==> src/rtl/osd_spi_ctrl.sv <==
// SPI master that sends OSD enable/disable commands and streams one 256-byte
// OSD line from the line-source RAM behind a write command.
module osd_spi_ctrl #(
  parameter int unsigned CLK_DIV = 4,
  parameter int unsigned SS_GAP  = 4
) (
  input  logic        clk,
  input  logic        rst_n,
  input  logic        cmd_valid,
  output logic        cmd_ready,
  input  logic [1:0]  cmd_op,
  input  logic [2:0]  cmd_line,
  output logic        mem_rd,
  output logic [10:0] mem_addr,
  input  logic [7:0]  mem_data,
  output logic        sck,
  output logic        ss,
  output logic        sdi,
  output logic        busy,
  output logic        done
);

  localparam int unsigned CW = 8;
  localparam int unsigned BW = 9;
  localparam logic [CW-1:0] HALF_END = CW'(CLK_DIV - 1);
  localparam logic [CW-1:0] LOAD_END = CW'(CLK_DIV);
  localparam logic [CW-1:0] GAP_END  = CW'(SS_GAP - 1);
  localparam logic [BW-1:0] LAST_BYTE = BW'(256);

  localparam logic [1:0] OP_DIS = 2'b00;
  localparam logic [1:0] OP_EN  = 2'b01;
  localparam logic [1:0] OP_WR  = 2'b10;
  localparam logic [1:0] OP_RSV = 2'b11;

  typedef enum logic [2:0] {IDLE, START, FETCH, LOAD, SHIFT, NEXT, STOP, GAP} state_e;

  state_e        state_q, state_d;
  logic [CW-1:0] cnt_q, cnt_d;
  logic [2:0]    bit_q, bit_d;
  logic [BW-1:0] byte_q, byte_d;
  logic [7:0]    shreg_q, shreg_d;
  logic [1:0]    op_q, op_d;
  logic [2:0]    line_q, line_d;
  logic          ss_q, ss_d, sck_q, sck_d, sdi_q, sdi_d;
  logic          mem_rd_q, mem_rd_d;
  logic [10:0]   mem_addr_q, mem_addr_d;
  logic          done_q, done_d, busy_q, busy_d, ready_q, ready_d;
  logic          accept, half_done;
  logic [7:0]    cmd_byte;

  assign accept    = cmd_valid & ready_q;
  assign half_done = (cnt_q == HALF_END);

  always_comb begin : cmd_byte_dec
    case (cmd_op)
      OP_DIS:  cmd_byte = 8'h40;
      OP_EN:   cmd_byte = 8'h41;
      default: cmd_byte = {5'b00100, cmd_line};
    endcase
  end

  always_ff @(posedge clk or negedge rst_n) begin : state_reg
    if (!rst_n) state_q <= IDLE;
    else        state_q <= state_d;
  end

  always_comb begin : next_state
    state_d = state_q;
    case (state_q)
      IDLE:    if (accept) state_d = START;
      START: begin
        if (op_q == OP_RSV) state_d = IDLE;
        else if (half_done) state_d = SHIFT;
      end
      SHIFT:   if (half_done && sck_q && bit_q == 3'd7) state_d = NEXT;
      NEXT:    state_d = (op_q != OP_WR || byte_q == LAST_BYTE) ? STOP : FETCH;
      FETCH:   state_d = LOAD;
      LOAD:    if (cnt_q == LOAD_END) state_d = SHIFT;
      STOP:    if (half_done) state_d = GAP;
      GAP:     if (cnt_q == GAP_END) state_d = IDLE;
      default: state_d = IDLE;
    endcase
  end

  always_comb begin : output_dec
    cnt_d      = (state_d != state_q) ? '0 : cnt_q + 8'd1;
    bit_d      = bit_q;
    byte_d     = byte_q;
    shreg_d    = shreg_q;
    op_d       = op_q;
    line_d     = line_q;
    ss_d       = ss_q;
    sck_d      = sck_q;
    sdi_d      = sdi_q;
    mem_rd_d   = 1'b0;
    mem_addr_d = mem_addr_q;
    busy_d     = (state_d != IDLE);
    ready_d    = (state_d == IDLE);
    done_d     = (state_d == GAP) && (cnt_d == GAP_END);
    case (state_q)
      IDLE: begin
        if (accept) begin
          op_d   = cmd_op;
          line_d = cmd_line;
          byte_d = '0;
          if (cmd_op != OP_RSV) begin
            ss_d    = 1'b0;
            sck_d   = 1'b0;
            shreg_d = cmd_byte;
            sdi_d   = cmd_byte[7];
          end
        end
      end
      START: begin
        if (op_q == OP_RSV) done_d = 1'b1;
        else if (half_done) begin
          sck_d = 1'b1;
          bit_d = '0;
        end
      end
      SHIFT: begin
        // sdi moves only on the falling edge, leaving a full half-period of setup
        if (half_done) begin
          cnt_d = '0;
          if (sck_q) begin
            sck_d   = 1'b0;
            shreg_d = {shreg_q[6:0], 1'b0};
            sdi_d   = shreg_q[6];
            bit_d   = bit_q + 3'd1;
          end else begin
            sck_d = 1'b1;
          end
        end
      end
      NEXT: begin
        if (state_d == FETCH) begin
          mem_rd_d   = 1'b1;
          mem_addr_d = {line_q, byte_q[7:0]};
        end
      end
      LOAD: begin
        // RAM data is valid in the first LOAD cycle; the rest is sdi setup time
        if (cnt_q == '0) begin
          shreg_d = mem_data;
          sdi_d   = mem_data[7];
          byte_d  = byte_q + 9'd1;
        end
        if (state_d == SHIFT) begin
          sck_d = 1'b1;
          bit_d = '0;
        end
      end
      STOP:    if (half_done) ss_d = 1'b1;
      default: ;
    endcase
  end

  always_ff @(posedge clk or negedge rst_n) begin : datapath_reg
    if (!rst_n) begin
      cnt_q      <= '0;
      bit_q      <= '0;
      byte_q     <= '0;
      shreg_q    <= '0;
      op_q       <= '0;
      line_q     <= '0;
      ss_q       <= 1'b1;
      sck_q      <= 1'b0;
      sdi_q      <= 1'b0;
      mem_rd_q   <= 1'b0;
      mem_addr_q <= '0;
      done_q     <= 1'b0;
      busy_q     <= 1'b0;
      ready_q    <= 1'b0;
    end else begin
      cnt_q      <= cnt_d;
      bit_q      <= bit_d;
      byte_q     <= byte_d;
      shreg_q    <= shreg_d;
      op_q       <= op_d;
      line_q     <= line_d;
      ss_q       <= ss_d;
      sck_q      <= sck_d;
      sdi_q      <= sdi_d;
      mem_rd_q   <= mem_rd_d;
      mem_addr_q <= mem_addr_d;
      done_q     <= done_d;
      busy_q     <= busy_d;
      ready_q    <= ready_d;
    end
  end

  assign cmd_ready = ready_q;
  assign mem_rd    = mem_rd_q;
  assign mem_addr  = mem_addr_q;
  assign sck       = sck_q;
  assign ss        = ss_q;
  assign sdi       = sdi_q;
  assign busy      = busy_q;
  assign done      = done_q;

endmodule
==> config.mk <==
export PLATFORM = sky130hd
export DESIGN_NAME = osd_spi_ctrl
export DESIGN_NICKNAME = d
export VERILOG_FILES = /design/src/rtl/osd_spi_ctrl.sv
export SDC_FILE = /design/constraint.sdc
export NUM_CORES = 1
export LEC_CHECK = 0
export CORE_UTILIZATION = 56
export DETAILED_ROUTE_END_ITERATION = 10
export PLACE_DENSITY = 0.86
export SETUP_SLACK_MARGIN = 0.3
export SLEW_MARGIN = 20
export SYNTH_ARGS = -nofsm -noshare
export SYNTH_HDL_FRONTEND = slang
export SYNTH_SLANG_ARGS = --single-unit
==> constraint.sdc <==
create_clock -name clk -period 3.15 [get_ports clk]
set_clock_uncertainty 0.2 [all_clocks]
set_input_delay 0.63 -clock clk [delete_from_list [all_inputs] [get_ports clk]]
set_output_delay 0.63 -clock clk [all_outputs]
set_load 0.01 [all_outputs]
* Word-level counts from Yosys, hierarchy flattened
Cells that the tools add are included.
Operators by class: add/sub/neg operators 3, equality and inequality tests 29, muxes and demuxes 47, bitwise gates (word level) 1, reductions and logical operators 21
Operator list (count):
- two-way mux 3 bit | 13
- two-way mux 7 bit | 5
- two-way mux 8 bit | 3
- case mux 3 bit (8 select lines) | 1
- != test 2 bit, second input constant | 11
- equality test 3 bit, second input constant | 7
- case mux 7 bit (3 select lines) | 1
- two-way mux 9 bit | 2
- case mux 9 bit (2 select lines) | 1
- equality test 8 x 2 -> 1 bit, second input constant | 2
- two-way mux 1 bit | 16
- case mux 7 bit (2 select lines) | 1
- AND reduction 6 bit | 2
- adder 9 x 1 -> 9 bit, second input constant | 1
- equality test 3 x 2 -> 1 bit, second input constant | 3
- equality test 9 bit, second input constant | 1
- case mux 3 bit (3 select lines) | 1
- nonzero test 3 bit | 3
- adder 8 x 1 -> 8 bit, second input constant | 1
- equality test 8 x 3 -> 1 bit, second input constant | 1
- logical NOT 8 bit | 1
- AND reduction 7 bit | 1
- logical NOT 3 bit | 2
- case mux 1 bit (4 select lines) | 1
- other kinds (16) | 20
Storage, ports and cells: bits in registers 53, input port bits 16, output and inout port bits 18

* Logic depth before layout (Yosys ltp)
word-level depth 11, gate-level depth with buffers 8

* Least setup slack after synthesis
No wires, ideal clock.
kind register to register, start point register cnt_q[0], end point register busy_q, in the netlist busy, arrival time 1.864 ns, required time 2.819 ns, path slack 0.955 ns, cell stages (with the launch flop) 7, path buffers 0, clock period less this slack 2.195 ns, cell sequence dfrtp_1 -> ha_1 -> or3b_4 -> a32oi_2 -> nand2_1 -> o21a_1 -> or3_1
On the way: cells in the longest elaborated chain, start to end 6
RTL lines:
- start: declaration | line 38 | logic [CW-1:0] cnt_q, cnt_d;
- start signal: assignment | line 175 | cnt_q <= cnt_d;
- equality test 8 x 2 -> 1 bit | line 52, 80
- logical AND 1 bit (2 in series) | line 75 | SHIFT: if (half_done && sck_q && bit_q == 3'd7) state_d = NEXT;
- two-way mux 3 bit | line 75
- case mux 3 bit (8 select lines) (*) | line 69 | case (state_q)
- named net state_d[0] | line 37 | state_e state_q, state_d;
- nonzero test 3 bit (*) | line 97 | busy_d = (state_d != IDLE);
- named net busy_d | line 47 | logic done_q, done_d, busy_q, busy_d, ready_q, ready_d;
- end signal: assignment | line 187 | busy_q <= busy_d;
- end: declaration | line 47
The timed path passes the listed nets; every way through them passes the cells marked *. A chain may end at the register's enable or synchronous reset.

* Worst setup path in the final report
start point register byte_q[0], end point register mem_addr_q[9], in the netlist mem_addr[9]
On the way: cells in the longest elaborated chain, start to end 6
RTL lines:
- start: declaration | line 40 | logic [BW-1:0] byte_q, byte_d;
- start signal: assignment | line 177 | byte_q <= byte_d;
- equality test 9 bit | line 76 | NEXT: state_d = (op_q != OP_WR || byte_q == LAST_BYTE) ? STOP : FETCH;
- logical OR 1 bit | line 76
- two-way mux 3 bit | line 76
- case mux 3 bit (8 select lines) | line 69
- equality test 3 x 2 -> 1 bit | line 136 | if (state_d == FETCH) begin
- AND reduction 2 bit (no source line)
- end signal: assignment | line 185 | mem_addr_q <= mem_addr_d;
- end: declaration | line 46 | logic [10:0] mem_addr_q, mem_addr_d;
No other way between the ends.

==> flow_summary.yaml <==
outcome:
  status: "completed"
global_route:
  grt_antenna_before_repair: 0
  grtUsageTotal_pct: 21.88
  grt.met3_usage_pct: 2.881
  grt_pass1_wl_mm: 9.059
  grt-busiest-layer: "met2"
  grt_max_degree: 48
  use_met1_pct: 29.18
  grt_overflow: 0
  grt_pass1_vias: 1989
  grt_use_met2_pct: 37.14
synth:
  synth_top_family_by_area: "simple AND/OR/NAND/NOR gates"
  yosys.area_share.simple_pct: 19.44
  synth_top_area_cell: "dfrtp_1"
  synth.net_count: 283
  synth_top_area_share_pct: 45.63
  synth-edff-count: 0
  ys_seq_elements: 53
  synth_compound_area_share_pct: 15.93
  synthAdderAreaFrac_pct: 2.633
  synthXorXnorAreaFrac_pct: 4.300
  avgSynthCellArea_um2: 10.93
  ys.warnings.count: 0
  synthCells: 261
  synthDistinctLibCells: 59
  synth_mux_area_share_pct: 7.723
  synth_area_leaders: "dfrtp_1, mux2_2, nand2_1"
  seq_area_frac_synth_pct: 46.56
  syn-cell-area_um2: 2851
  async_reset_ff_share_pct: 100.0
  synthFlopType: "dfrtp_1"
layout:
  design_area_um2: 3334
  fillCellCount: 388
  drive_gt1_share_pct: 16.89
  multi_input_area_um2: 1426
  areaGrowthSynthToFinish_pct: 16.94
  finalNetCount: 318
  diodes: 0
  seq_area_um2: 1328
worst_setup_path:
  crit_required_ns: 3.13
  cp_top_family: "simple AND/OR/NAND/NOR gates"
  critPathSlowestCell: "nand3_1"
  crit_arrival_ns: 2.56
  rrSetupSlack_ns: 0.58
  crit_path_cell_trace: "inv_1 -> ha_1 -> nor4b_1 -> a2111oi_2 -> nand3_1 -> mux2_2"
  crit_path_start_kind: "flop"
  critPathBufInv: 1
  rr_endpoint: "mem_addr[9]$_DFFE_PN0P_"
  path_class: "reg -> reg"
  cp_max_fo: 15
  slowest_delay_ns: 0.53
  crit_path_end_kind: "flop"
  r2r_cells: 6
  regToRegStartpoint: "byte_q[0]$_DFFE_PN0P_"
detailed_routing:
  ant_nets: 0
  wl_per_cell_um: 14.70
  drt_pre_antenna_iters: 4
  via_per_inst: 5.752
  drc: 0
  route.vias.total: 2088
  initialDrtViolationCount: 144
  wl_mm: 5.337
clock_network:
  worst_skew_pair.late_latency_ns: 0.30
  numCtsBuffers: 5
  clock-sinks: 53
  clk_pin_slew_ns: 0.08
  hold_buffers: 0
  htreeDepth: 2
  cts_buffer_depth: 2
  cts_resized: 0
  root_buffer: "clkbuf_8"
  cts_setup_buffers: 0
  tritoncts: "yes"
power:
  cellPowerDensity_nw_per_um2: 795.6
  p_leak_nw: 1.464
  peakVddDrop_v: 0.0005026
sta:
  finalCritPeriodShare_pct: 81.69
  hold_viol: 0
  rsz0062_at_grt: "false"
  fin_crit_ns: 2.573
  slew_violations: 0
  worst_pin_slew_ns: 0.6349
  max_freq_mhz: 388.6
  hold-worst-slack_ns: 0.1213
  finalSetupViolations: 0
  max_slew_margin_pct: 57.55
  tns_ns: 0
die:
  core_um2: 4817
  rows: 25
  die_x_um: 73.36
  dieArea_um2: 5381
  die_h_um: 73.36
  start_util_pct: 59.19
  ios: 34
placement:
  place.gp.congestion: 0.8838
  dp_hpwl_mm: 3.944
  port_buffers: 33
  place_area_um2: 3246
hold_path:
  hp-class: "in -> async"
job:
  maxCapViolCount: 0
## worst reg2reg max path, stage by stage (launching register included)
cell and delay [ns]:
dfrtp_1 0.41, inv_1 0.08, ha_1 0.19, nor4b_1 0.15, a2111oi_2 0.43, nand3_1 0.53
mux2_2 0.47
## routing by layer
| metal | share of wire [%] | up-vias |
|---|---|---|
| met5 | 0 | - |
| met4 | 1.0 | 0 |
| met3 | 4.4 | 7 |
| met2 | 49 | 56 |
| met1 | 45 | 1014 |
| li1 | - | 1011 |
## cell families after synthesis
group	after synthesis
AO/OA/AOI/OAI	49
XOR/XNOR	14
adder cells (fa/ha/maj)	6
buffers and inverters	22
flip-flops	53
multiplexers	20
AND/OR/NAND/NOR	97
## synth_stat cells (6+ instances only)
cell type / n
dfrtp_1: 52
nand2_1: 29
nor2_1: 19
mux2_2: 16
inv_1: 12
nand3_1: 8
o21ai_0: 8
xnor2_1: 8
and3_1: 7
a22o_1: 6
buf_2: 6
ha_1: 6
xor2_1: 6
## sequential cells by signal, indices dropped and copies added, names as in the netlist
| register | count |
|---|---|
| cnt_q | 8 |
| cmd_ready | 1 |
| sck | 1 |
| done | 1 |
| line_q | 3 |
| ss | 1 |
| busy | 1 |
| mem_rd | 1 |
| bit_q | 3 |
| shreg_q | 7 |
| op_q | 2 |
| sdi | 1 |
| state_q | 3 |
| byte_q | 9 |
| mem_addr | 11 |
## report_power, final
| part | leakage (nW) | internal [mW] | total [mW] | switching (mW) |
|---|---|---|---|---|
| sequential | 0.691 | 0.885 | 1.12 | 0.235 |
| combinational | 0.728 | 0.571 | 1.16 | 0.592 |
| clock | 0.0443 | 0.175 | 0.370 | 0.196 |
| total | 1.46 | 1.63 | 2.65 | 1.02 |
## through the flow
step	utilization [%]	std cells	total power [mW]	setup WS [ns]
2_1_floorplan	-	261	1.990	0.9548
3_3_place_gp	67.38	356	2.263	0.6103
3_5_place_dp	67.38	356	2.295	0.5553
4_1_cts	69.17	363	2.671	0.5524
5_1_grt	69.22	363	2.856	0.3892
6_report	69.22	363	2.653	0.5766
## cell usage in the layout (no fill, tap or decap), drive strengths merged, types with 4 or more instances in the layout
cell type / count
o21ai: 9
nand3: 10
clkbuf: 7
xnor2: 8
nor3: 7
inv: 12
mux2: 16
buf: 6
nor2b: 4
dfrtp: 52
xor2: 6
and3: 7
ha: 6
nor2: 19
a22o: 6
mux2i: 4
nand2: 29
clkdlybuf4s50: 32
## layout make-up
class / instances / share of cell area (%)
clock buffer: 7 / 2.589
timing repair buffer: 38 / 10.96
tap: 67 / 2.514
inverter: 12 / 1.351
sequential: 53 / 39.81
multi-input combinational: 186 / 42.78
## how the worst max path moves through the flow
stage                     startpoint                      end  slack, ns  depth (start not counted)
2_1_floorplan     cnt_q[0]$_DFF_PN0_           busy$_DFF_PN0_       0.95                          6
3_3_place_gp   byte_q[0]$_DFFE_PN0P_  mem_addr[6]$_DFFE_PN0P_       0.61                          6
3_5_place_dp   byte_q[0]$_DFFE_PN0P_  mem_addr[9]$_DFFE_PN0P_       0.56                          6
4_1_cts        byte_q[0]$_DFFE_PN0P_  mem_addr[9]$_DFFE_PN0P_       0.55                          6
5_1_grt        byte_q[0]$_DFFE_PN0P_  mem_addr[5]$_DFFE_PN0P_       0.39                          6
6_report       byte_q[0]$_DFFE_PN0P_  mem_addr[9]$_DFFE_PN0P_       0.58                          6
Note: power is estimated with default switching activity, not from simulation.
==> patch 1, RTL diff (same settings) <==
Change the localparam `BW` from 9 to 11.
--- a/src/rtl/osd_spi_ctrl.sv
+++ b/src/rtl/osd_spi_ctrl.sv
@@ -23,3 +23,3 @@
   localparam int unsigned CW = 8;
-  localparam int unsigned BW = 9;
+  localparam int unsigned BW = 11;
   localparam logic [CW-1:0] HALF_END = CW'(CLK_DIV - 1);
Check against the original RTL: no difference found for any inputs over 10 cycles, from zero or initial values and one cycle with rst_n low; that may be too few to reach the edited logic, so the function may still have changed.
==> patch 1 against the original RTL <==
Area after synthesis about the same; critical path type unchanged; highest routed layer unchanged; synthesized cell count increased by 11%; wire length increased by 11%; final area about the same; setup slack got worse by 0.048 ns; first-iteration DRC count increased by 28%; largest cell class is now registers; sequential cell count increased by 2; power increased by 0.85%.
==> patch 1: results (changes against the original RTL) <==
power:
  p_leak_nw: 1.447  # was 1.464 nW
  ir_drop_v: 0.0004359  # was 0.0005026 V
finish:
  fin_nets: 341  # was 318
  drive_gt1_share_pct: 10.31  # was 16.89%
  multi_input_area_sq_um: 1378  # was 1426 sq um
  num_antenna_cells: 0  # unchanged
  nFillCells: 384  # was 388
placement:
  gp_congestion: 0.9031  # was 0.8838
  placed_area_sq_um: 3233  # was 3246 sq um
  post-place-cells: 379  # was 356
  port_buffers: 33  # unchanged
  hpwl_mm: 4.176  # was 3.944 mm
  pre_cts_ws_ns: 0.2986  # was 0.5553 ns
clock_network:
  path_clk_slew_ns: 0.11  # was 0.08 ns
  htreeDepth: 2  # unchanged
  post_cts_resized: 0  # unchanged
  clock_latency_ns: 0.32  # was 0.30 ns
  clockBufferDepth: 2  # unchanged
  post_cts_buffers: 0  # unchanged
  clock-root-buffer: "clkbuf_8"  # unchanged
  numCtsBuffers: 5  # unchanged
synthesis:
  seq_area_frac_synth_pct: 48.35  # was 46.56%
  syn_nets: 311  # was 283
  synthArstFlopShare_pct: 100.0  # unchanged
  yosysWarnings: 0  # unchanged
  synth_common_cells: "dfrtp_1 (54), nand2_1 (40), nor2_1 (15)"  # was dfrtp_1 (52), nand2_1 (29), nor2_1 (19)
  syn_inst: 289  # was 261
  ys_top_cells_by_area: "dfrtp_1 (47%), nand2_1 (5.3%), mux2_2 (4.3%), ha_1 (2.6%), o21ai_0 (2.5%)"  # was dfrtp_1 (46%), mux2_2 (6.3%), nand2_1 (3.8%), ha_1 (2.6%), nor2_1 (2.5%)
  synth_ff_type: "dfrtp_1"  # unchanged
  yosys.cell_types.count: 50  # was 59
worst_setup_path:
  r2r_slack_ns: 0.53  # was 0.58 ns
  reg2reg_from: "cnt_q[3]"  # was byte_q[0]
  r2r_cells: 5  # was 6
  cp.arrival_ns: 2.65  # was 2.56 ns
  slowest_stage: "or4_1"  # was nand3_1
  slowest_delay_ns: 0.69  # was 0.53 ns
  r2r-end: "cmd_ready"  # was mem_addr[9]
  path_max_fanout: 7  # was 15
  critical-path-top-delay-family: "simple AND/OR/NAND/NOR gates"  # unchanged
timing:
  final_hold_viol_count: 0  # unchanged
  holdWs_ns: 0.2096  # was 0.1213 ns
  maxSlewHeadroom_pct: 42.88  # was 57.55%
drt:
  vias_per_cell: 5.889  # was 5.752
  num_vias: 2279  # was 2088
  drt_pass1_iterations: 4  # unchanged
  drt_iter0_drc: 185  # was 144
  routedWlPerCell_microns: 15.36  # was 14.70 microns
global_routing:
  grt_pass1_wl_mm: 10.26  # was 9.059 mm
  grt_pass1_vias: 2201  # was 1989
  antenna_found_initial: 0  # unchanged
  grt_max_degree: 41  # was 48
  grtUsageTotal_pct: 24.97  # was 21.88%
worst_hold_path:
  hp-class: "in -> async"  # unchanged
run_status:
  run_status: "completed"  # unchanged
## patch 1: changes by cell type in the layout (fill, tap and decap cells not counted), moves of 5 or more
cell,unedited run,this run
nor3_1,4,11
nand3_1,8,13
nand2_1,29,40
o21ai_0,8,14
mux2_2,16,11
## patch 1: metal layers
metal | vias to the layer above | wire length, microns | track usage [%]
met3 | 7 | 289 | 4.664
met5 | - | 0 | 0
met2 | 64 | 2685 | 38.48
met1 | 1097 | 2872 | 35.65
li1 | 1111 | - | -
met4 | 0 | 98 | 8.547
## patch 1: cell type report
cell class | instances | share of cell area, %
tap | 67 | 2.513
timing repair buffer | 37 | 10.65
multi-input combinational | 208 | 41.30
clock buffer | 5 | 2.063
inverter | 12 | 1.350
sequential | 55 | 41.30
clock inverter | 3 | 0.8252
## patch 1: report_power, final
group	internal (mW)	total (mW)	switching (mW)
combinational	0.483	1.03	0.548
clock	0.165	0.423	0.258
sequential	0.943	1.22	0.279
## patch 1: worst max-delay path by stage
stage	slack, ns	end	start
finish	0.53	cmd_ready	cnt_q[3]
global route	0.36	byte_q[5]	state_q[1]
CTS	0.42	shreg_q[3]	state_q[1]
detailed placement	0.30	shreg_q[3]	cmd_op[0]
global placement	0.41	sdi	cmd_op[0]
floorplan	0.78	cmd_ready	cnt_q[3]
## patch 1: cell families (layout without fill, tap and decap cells)
family          count (synthesis)  after routing  share of synthesized area [%]
mux                            14             14                          5.402
simple gates                  116            116                          20.90
compound gates                 57             57                          14.58
xor+xnor                       15             15                          4.611
fa+ha+maj                       6              6                          2.635
buf+inv                        26             57                          3.514
flops                          55             55                          48.35
==> patch 2, RTL diff (config.mk and constraints unchanged) <==
Made on the original files. Re-encode `state_e` (8 states) as one-hot, 8 bits wide.
--- a/src/rtl/osd_spi_ctrl.sv
+++ b/src/rtl/osd_spi_ctrl.sv
@@ -34,3 +34,3 @@
 
-  typedef enum logic [2:0] {IDLE, START, FETCH, LOAD, SHIFT, NEXT, STOP, GAP} state_e;
+  typedef enum logic [7:0] {IDLE = 8'b00000001, START = 8'b00000010, FETCH = 8'b00000100, LOAD = 8'b00001000, SHIFT = 8'b00010000, NEXT = 8'b00100000, STOP = 8'b01000000, GAP = 8'b10000000} state_e;
 
Formal check against the unedited RTL: no difference found for any inputs over 10 cycles, from zero or initial values and one cycle with rst_n low; not proved beyond that.
==> patch 2 against the original RTL <==
Via count is 18% higher; sequential cell count increased by 5; area after synthesis grew 7.8%; wire length grew 32%; final area up 11%; setup slack lost 0.029 ns; core utilization increased by 1.7 points; highest routed layer unchanged.
Power is not compared: it rests on default switching activity, and its combinational part moved more than twofold at a synthesized area within 25%.
==> patch 2: results (changes against the original RTL) <==
worst_setup_path:
  path_max_fanout: 9  # was 15
  slowest_stage: "dfrtp_1"  # was nand3_1
  cp.arrival_ns: 2.64  # was 2.56 ns
  slowest_delay_ns: 0.49  # was 0.53 ns
power:
  p_leak_nw: 1.674
  ir_drop_v: 0.0004419
synthesis:
  ys_top_cells_by_area: "dfrtp_1 (46%), mux2_4 (7.3%), nand2_1 (4.2%), nor2_1 (2.9%), ha_1 (2.4%)"  # was dfrtp_1 (46%), mux2_2 (6.3%), nand2_1 (3.8%), ha_1 (2.6%), nor2_1 (2.5%)
  synth_common_cells: "dfrtp_1 (56), nand2_1 (34), nor2_1 (24)"  # was dfrtp_1 (52), nand2_1 (29), nor2_1 (19)
  syn_nets: 320  # was 283
  syn_inst: 298  # was 261
  synthArstFlopShare_pct: 100.0  # unchanged
  yosys.cell_types.count: 52  # was 59
  seq_area_frac_synth_pct: 47.29  # was 46.56%
drt:
  vias_per_cell: 6.032  # was 5.752
  drt_pass1_iterations: 5  # was 4
  routedWlPerCell_microns: 17.22  # was 14.70 microns
  num_vias: 2467  # was 2088
  drt_iter0_drc: 256  # was 144
clock_network:
  numCtsBuffers: 9  # was 5
  ctsHoldBuffers: 0  # unchanged
  htreeDepth: 3  # was 2
  clock_latency_ns: 0.35  # was 0.30 ns
placement:
  post-place-cells: 391  # was 356
  gp_congestion: 0.8872  # was 0.8838
  hpwl_mm: 4.636  # was 3.944 mm
  pre_cts_ws_ns: 0.5016  # was 0.5553 ns
global_routing:
  grt_pass1_wl_mm: 12.04  # was 9.059 mm
  grtUsageTotal_pct: 27.09  # was 21.88%
  antenna_found_initial: 0  # unchanged
  grt_max_degree: 59  # was 48
finish:
  largest_reg_flops: 11  # unchanged
  fin_nets: 356  # was 318
  drive_gt1_share_pct: 14.75  # was 16.89%
  num_antenna_cells: 0  # unchanged
timing:
  maxSlewHeadroom_pct: 65.21  # was 57.55%
run_status:
  run_status: "completed"  # unchanged
[patch 2: kinds of logic (layout without fill, tap and decap cells)]
group                    after synthesis  count (layout)  synth area share, %
multiplexers                          22              22                9.727
AND/OR/NAND/NOR                      120             120                21.00
XOR/XNOR                              11              11                3.134
flip-flops                            58              58                47.29
adder cells (fa/ha/maj)                6               6                2.442
AO/OA/AOI/OAI                         53              53                11.72
buffers and inverters                 28              69                4.680
[patch 2: critical path, delay by kind of cell (launching register included)]
| family | cells | cell delay, ns |
|---|---|---|
| simple gates | 3 | 1.18 |
| mux | 1 | 0.32 |
| buf+inv | 1 | 0.29 |
| flops | 1 | 0.49 |
[patch 2: through the flow]
stage          util, %  cell area (sq um)
4_1_cts          70.60               3675
6_report         70.91               3691
3_5_place_dp     66.23               3447
2_1_floorplan        -               3074
5_1_grt          70.91               3691
3_3_place_gp     66.23               3447
[patch 2: layout make-up]
type | instances | area, sq um
sequential | 58 | 1454
clock inverter | 6 | 90.09
tap | 70 | 87.58
fill | 370 | 1514
timing repair buffer | 39 | 382.9
clock buffer | 10 | 137.6
multi-input combinational | 212 | 1486
inverter | 14 | 52.55
[patch 2: power by group]
group / switching, mW / internal [mW] / total, mW
clock network: 0.315 / 0.468 / 0.782
logic: 0.317 / 0.258 / 0.575
registers: 0.102 / 0.849 / 0.951
total: 0.734 / 1.57 / 2.31
[patch 2: worst paths after layout]
path | from | end | slack [ns] | cells past startpoint
max | state_q[7] | mem_addr[8] | 0.55 | 5
min | rst_n | cnt_q[5] | 0.07 | 2
max reg2reg | state_q[7] | mem_addr[8] | 0.55 | 5
min reg2reg | bit_q[0] | bit_q[0] | 0.28 | 1
max in group asynchronous | rst_n | ss | 2.39 | 2
min in group clk | bit_q[0] | bit_q[0] | 0.28 | 1
[patch 2: layer usage]
layer | track usage, % | part of all wire [%] | vias up
met5 | 0 | 0 | -
met4 | 13.65 | 3.0 | 0
met3 | 8.263 | 6.2 | 22
met2 | 42.36 | 47 | 99
met1 | 34.16 | 43 | 1189
li1 | - | - | 1157
[patch 2: repair_timing]
action | in CTS | in global routing
buffers inserted | 0 | 2
gates resized for setup | 0 | 1
hold endpoints to repair | 0 | 0
endpoints found under the setup margin | 0 | 8
